**src/rtl/mpp_pkg.sv**
```systemverilog
`default_nettype none
// ============================================================================
// Module      : mpp_pkg
// Description : Shared constants for the MPP program memory. Holds the FSM
//               state encoding, the position of the program-read strobe on
//               the CPU control bus, and the NOP opcode.
// Revision    : 1.0 - initial release
// ============================================================================
package mpp_pkg;

    // FSM state encoding
    localparam logic [1:0] c_st_idle  = 2'd0;
    localparam logic [1:0] c_st_load  = 2'd1;
    localparam logic [1:0] c_st_fetch = 2'd2;

    // Bit of out_signals that carries the program read strobe
    localparam int c_strobe_bit = 1;

    // Opcode returned for fetches outside the populated storage
    localparam logic [7:0] c_nop = 8'h00;

endpackage : mpp_pkg
`default_nettype wire

```
**src/rtl/mpp_prog_ram.sv**
```systemverilog
`default_nettype none
// ============================================================================
// Module      : mpp_prog_ram
// Description : Simple dual-port program storage. One synchronous write port,
//               one registered read port. No reset, so contents persist
//               across resets of the surrounding logic.
// Revision    : 1.0 - initial release
// ============================================================================
module mpp_prog_ram #(
    parameter int ADDR_BITS = 8,
    parameter int DATA_W    = 8
) (
    input  logic                 clk,
    input  logic                 wr_en,
    input  logic [ADDR_BITS-1:0] wr_addr,
    input  logic [DATA_W-1:0]    wr_data,
    input  logic                 rd_en,
    input  logic [ADDR_BITS-1:0] rd_addr,
    output logic [DATA_W-1:0]    rd_data
);

    logic [DATA_W-1:0] r_mem [0:(1<<ADDR_BITS)-1];

    // Write port: store a byte when enabled
    always_ff @(posedge clk) begin
        if (wr_en) begin
            r_mem[wr_addr] <= wr_data;
        end
    end

    // Read port: registered, holds its value when not enabled
    always_ff @(posedge clk) begin
        if (rd_en) begin
            rd_data <= r_mem[rd_addr];
        end
    end

endmodule : mpp_prog_ram
`default_nettype wire

```
**src/rtl/mpp_prog_mem.sv**
```systemverilog
`default_nettype none
// ============================================================================
// Module      : mpp_prog_mem
// Description : Program memory for the MPP CPU. A host loads bytes
//               sequentially in LOAD; the CPU fetches one byte per rising
//               edge of its read strobe. Fetch result appears with a single
//               cycle fetch_valid pulse two clocks after the strobe rise.
// Revision    : 1.0 - initial release
// ============================================================================
module mpp_prog_mem
    import mpp_pkg::*;
#(
    parameter int ADDR_BITS = 8,
    parameter int DATA_W    = 8
) (
    input  logic              clk,
    input  logic              rst_n,
    input  logic [15:0]       program_addr,
    input  logic [4:0]        out_signals,
    output logic [DATA_W-1:0] instruction,
    output logic              fetch_valid,
    input  logic              load_en,
    input  logic [DATA_W-1:0] load_data,
    input  logic              load_start,
    input  logic              load_done,
    output logic              load_full,
    output logic              busy
);

    // Depth compared against the full 16-bit address so high addresses never alias
    localparam logic [16:0]          c_depth = 17'(2**ADDR_BITS);
    localparam logic [ADDR_BITS-1:0] c_last  = '1;

    logic [1:0]           r_state;
    logic                 r_strobe_d;
    logic                 r_armed;
    logic [15:0]          r_addr;
    logic [ADDR_BITS-1:0] r_ptr;
    logic                 r_full;
    logic                 r_fetch_valid;
    logic [DATA_W-1:0]    r_instr;

    logic                 w_strobe;
    logic                 w_rise;
    logic                 w_wr_en;
    logic                 w_rd_en;
    logic                 w_in_range;
    logic [DATA_W-1:0]    w_ram_q;
    logic                 w_unused;

    assign w_strobe   = out_signals[c_strobe_bit];
    // r_armed suppresses a false edge on the first sample after reset release
    assign w_rise     = r_armed & w_strobe & ~r_strobe_d;
    assign w_wr_en    = (r_state == c_st_load) & load_en & ~r_full;
    // RAM read is launched on the edge itself so data is ready in FETCH
    assign w_rd_en    = (r_state == c_st_idle) & w_rise & ~load_start;
    assign w_in_range = ({1'b0, r_addr} < c_depth);
    assign w_unused   = &{1'b0, out_signals[4:2], out_signals[0]};

    assign instruction = r_instr;
    assign fetch_valid = r_fetch_valid;
    assign load_full   = r_full;
    assign busy        = (r_state == c_st_load);

    mpp_prog_ram #(
        .ADDR_BITS (ADDR_BITS),
        .DATA_W    (DATA_W)
    ) u_ram (
        .clk     (clk),
        .wr_en   (w_wr_en),
        .wr_addr (r_ptr),
        .wr_data (load_data),
        .rd_en   (w_rd_en),
        .rd_addr (program_addr[ADDR_BITS-1:0]),
        .rd_data (w_ram_q)
    );

    // Strobe history: tracks the strobe in every state, so leaving LOAD never sees a stale edge
    always_ff @(posedge clk or negedge rst_n) begin
        if (!rst_n) begin
            r_strobe_d <= 1'b0;
            r_armed    <= 1'b0;
        end else begin
            r_strobe_d <= w_strobe;
            r_armed    <= 1'b1;
        end
    end

    // Control FSM: fetch sequencing, load pointer and output registers
    always_ff @(posedge clk or negedge rst_n) begin
        if (!rst_n) begin
            r_state       <= c_st_idle;
            r_addr        <= 16'h0000;
            r_ptr         <= '0;
            r_full        <= 1'b0;
            r_fetch_valid <= 1'b0;
            r_instr       <= DATA_W'(c_nop);
        end else begin
            r_fetch_valid <= 1'b0;
            case (r_state)
                c_st_idle: begin
                    if (load_start) begin
                        r_ptr   <= '0;
                        r_full  <= 1'b0;
                        r_state <= c_st_load;
                    end else if (w_rise) begin
                        r_addr  <= program_addr;
                        r_state <= c_st_fetch;
                    end
                end
                c_st_load: begin
                    if (w_wr_en) begin
                        // Pointer parks on the last location; load_full blocks further writes
                        if (r_ptr == c_last) begin
                            r_full <= 1'b1;
                        end else begin
                            r_ptr <= r_ptr + 1'b1;
                        end
                    end
                    if (load_done) begin
                        r_state <= c_st_idle;
                    end
                end
                c_st_fetch: begin
                    r_instr       <= w_in_range ? w_ram_q : DATA_W'(c_nop);
                    r_fetch_valid <= 1'b1;
                    r_state       <= c_st_idle;
                end
                default: begin
                    r_state <= c_st_idle;
                end
            endcase
        end
    end

endmodule : mpp_prog_mem
`default_nettype wire

```
**config.mk**
```make
export PLATFORM = sky130hd
export DESIGN_NAME = mpp_prog_mem
export DESIGN_NICKNAME = d
export VERILOG_FILES = /design/src/rtl/mpp_pkg.sv /design/src/rtl/mpp_prog_ram.sv /design/src/rtl/mpp_prog_mem.sv
export SDC_FILE = /design/constraint.sdc
export NUM_CORES = 2
export LEC_CHECK = 0
export ABC_AREA = 0
export CORE_MARGIN = 2
export CORE_UTILIZATION = 51
export DETAILED_ROUTE_END_ITERATION = 8
export HOLD_SLACK_MARGIN = 0.1
export MAX_ROUTING_LAYER = met4
export PLACE_DENSITY = 0.66
export SETUP_SLACK_MARGIN = 0.3
export SLEW_MARGIN = 20
export SYNTH_ARGS = -nofsm -noshare
export SYNTH_HDL_FRONTEND = slang
export SYNTH_SLANG_ARGS = --single-unit
```
**constraint.sdc**
```tcl
create_clock -name clk -period 3.4 [get_ports clk]
set_input_delay 0.34 -clock clk [delete_from_list [all_inputs] [get_ports clk]]
set_output_delay 0.34 -clock clk [all_outputs]
set_load 0.01 [all_outputs]
```
==> summary.md <==
| Metric | Value |
|---|---|
| Status | complete, no violations |
| Initial DRC count | roughly 5,500 |
| Net Sw Power | 11.55 mW |
| Asr flop ratio synth | 1.438% |
| Vias per cell | 6.241 |
| Std cell rows | 146 |
| Antenna-violating nets left | 0 |
| Synth top cells by count | edfxtp_1, mux4_2, nor2_1, mux2i_1, nand2_1 |
| Chip Height | 404.2 µm |
| Share of cells above drive strength 1 | approximately 27% |
| CP required | 3.95 ns |
| Slew Limit Fails | 0 |
| Seq pwr share | between 50% and 60% |
| Final #Nets | 4,599 |
| Initial Util | 51.46% |
| Sequential share of the synthesized area | 76.49% |
| Pin count of the biggest net entering global routing | 121 |
| Pint | 42.83 mW |
| Clock latency on the worst-skew pair | 0.82 ns |
| Slew margin rel. | around 27% |
| WL per Instance | 30.19 µm |
| Setup ws final | 0.4014 ns |
| Maximum VDD drop | roughly 0.00053 V |
| Synth warn | 0 |
| First-pass iteration count of the detailed router | 5 |
| Worst Skew | 0.02180 ns |
| Final hold violations | 0 |
| RSZ-0062 raised after global routing | no |
| CP Launch Type | register |
| CTS sink cnt | 2,086 |
| Final setup viols | 0 |
| HP Class | input port to register |
| Syn Inst Count | 4,014 |
| Core area | 158,700 µm² |
| Die X | just over 400 µm |
| Reg clk slew, reported paths | 0.06 ns |
| Post-Syn Area per Cell | 20.35 µm² |
| Achievable Freq | 0.3335 GHz |
| HPWL Detailed | 128.9 mm |
| Initial antenna violation count | 6 |
| P&R area growth vs syn | 16.01% |
| Pwr Density | 573.7 nW/µm² |
| Dpl ws | -0.1422 ns |
| Total Routing Usage GR | about a quarter |
| TritonCTS buffer count | 205 |
| Total wire length | 205.7 mm |
| EDFF count, synth | slightly above 2,000 |
| Number of distinct library cells after synthesis | 67 |
| Tcrit/Tclk final | 88.19% |
| Synth area leaders | edfxtp_1, mux4_2, mux2i_1 |
| P_leak | 31.15 nW |
| Top-level port count | 45 |
| Clk root buf | clkbuf_16 |
| Die area | 163,400 µm² |
| Fin crit period | 2.999 ns |
| Crit end category | register |
| Post-synth net total | 4,052 |
| Critical path class | register to register |
| Sw frac | 21.24% |
| Comb pwr share | 5.6% |
| Leading area contributor after synthesis | edfxtp_1 |
| Grt ovf | 0 |
| Max-Cap Viols | 0 |
| Top-count cell post-synth | edfxtp_1 |
| Routed via count | 42,523 |
| Crit Path Max Fanout | 2 |
| Dpl cell area | 87,810 µm² |
| Primary FF master, synth | edfxtp_1 |
| Slew @ Worst Pin | 1.090 ns |
| Number of remaining DRC errors | 0 |
| Top cell type's share of synthesized area | 75.57% |
| Final GP Congestion | 0.8840 |
| Synth Register Bits | 2,086 |
| Clock power share | 42.2% |
| # H-tree levels | 4 |
| Synthesized area | between 80,000 and 90,000 µm² |
| Clk buf depth | 3 |
| Vias in the first global route | 42,305 |
| First-pass GRT wire length | 298.4 mm |
| Port Buffer Count | 40 |
| Critical path arrival | 3.55 ns |
| TritonCTS clock tree | yes |
| Post-route cell area | roughly 95,000 µm² |
## power by group through the flow
stage / logic [mW] / clock network (mW) / registers [mW]
6_report: 3.03 / 22.9 / 28.4
5_1_grt: 3.19 / 24.3 / 28.4
4_1_cts: 3.04 / 23.2 / 28.4
3_5_place_dp: 3.02 / 0 / 28.9
3_3_place_gp: 2.97 / 0 / 28.9
2_1_floorplan: 1.54 / 0 / 28.9
## layout by cell type (no fill, tap or decap), drive strengths merged, types with 8 or more instances in the layout
master         count
nor2             303
buf              545
a22o              14
mux4             425
a21o               8
a22oi             13
clkbuf           268
nand2b             9
a21oi             82
clkinv            88
dfrtp             30
mux2               9
o221ai            84
a211oi            29
nand2            123
bufinv            25
and2              17
o21ai             27
o22ai             62
nor3              35
nand3             44
a32oi              9
nor2b             22
and3               8
nor4              12
edfxtp          2056
clkdlybuf4s50     25
a311oi            10
nand4              8
mux2i            245
dlygate4sd3       12
inv               17
## registers in the layout (all words and copies together) (netlist names)
signal,cells
r_strobe_d,1
instruction,8
r_armed,1
r_state,2
r_addr,8
r_ptr,8
fetch_valid,1
u_ram.rd_data,8
load_full,1
u_ram.r_mem,2048
## worst paths after layout
kind                                      end  slack, ns  cells past startpoint           startpoint
setup / recovery             u_ram.rd_data[3]       0.40                     10  u_ram.r_mem[245][3]
hold / removal             u_ram.r_mem[17][1]       0.15                      1         load_data[1]
setup reg to reg             u_ram.rd_data[3]       0.40                     10  u_ram.r_mem[245][3]
hold reg to reg                instruction[2]       0.48                      1     u_ram.rd_data[2]
max in group asynchronous      instruction[1]       2.63                      2                rst_n
min in group asynchronous          r_addr[10]       0.19                      2                rst_n
## stage by stage
stage	std cells	hold slack (ns)	utilization (%)	power, mW	TNS (ns)
final	6814	0.1513	59.70	54.38	0
after global routing	6814	0.1638	59.70	55.84	0
after CTS	6809	0.1364	59.70	54.69	0
after detailed placement	6414	0.4603	55.32	31.97	-0.1889
after global placement	6414	0.4481	55.32	31.92	-0.2066
after floorplan	4014	0.04441	-	30.45	0
## layer usage
metal  share of wire, %  routed length (µm)  global-route usage, %
met2                 49               99770                  40.57
met4                2.8                5788                  7.181
met1                 40               81860                  36.09
met5                  0                   0                      -
met3                8.9               18290                  4.806
## kinds of logic (layout without fill, tap and decap cells)
| logic type | count (synthesis) | after routing | share of synthesized area (%) |
|---|---|---|---|
| XOR/XNOR | 6 | 6 | 0.06432 |
| flip-flops | 2086 | 2086 | 76.49 |
| buffers and inverters | 258 | 981 | 2.016 |
| other | 1 | 6 | 0.004590 |
| AO/OA/AOI/OAI | 384 | 384 | 3.313 |
| AND/OR/NAND/NOR | 596 | 596 | 3.172 |
| adder cells (fa/ha/maj) | 4 | 4 | 0.06126 |
| multiplexers | 679 | 679 | 14.88 |
## worst max-delay path: stages (launching register included)
cell and delay [ns]:
edfxtp_1 0.36, mux2_2 0.26, a221oi_1 0.41, buf_4 0.19, nand2_1 0.05, a21oi_1 0.25
o32ai_1 0.14, buf_4 0.18, o32ai_1 0.61, buf_4 0.24, a211oi_1 0.05
## repair_timing
item	4_1_cts	5_1_grt
hold buffers	12	0
gates resized for setup	0	0
setup buffers	0	0
hold endpoints to repair	43	0
## area by class of cell
| cell class | count | area (µm²) |
|---|---|---|
| Sequential cell | 2086 | 62490 |
| Tap cell | 2072 | 2592 |
| Inverter | 8 | 32.53 |
| Clock inverter | 123 | 1321 |
| Antenna cell | 5 | 12.51 |
| Timing Repair Buffer | 590 | 5228 |
| Fill cell | 11245 | 63970 |
| Multi-Input combinational cell | 1670 | 17590 |
| Clock buffer | 260 | 5512 |
Note: power is estimated with default switching activity, not from simulation.
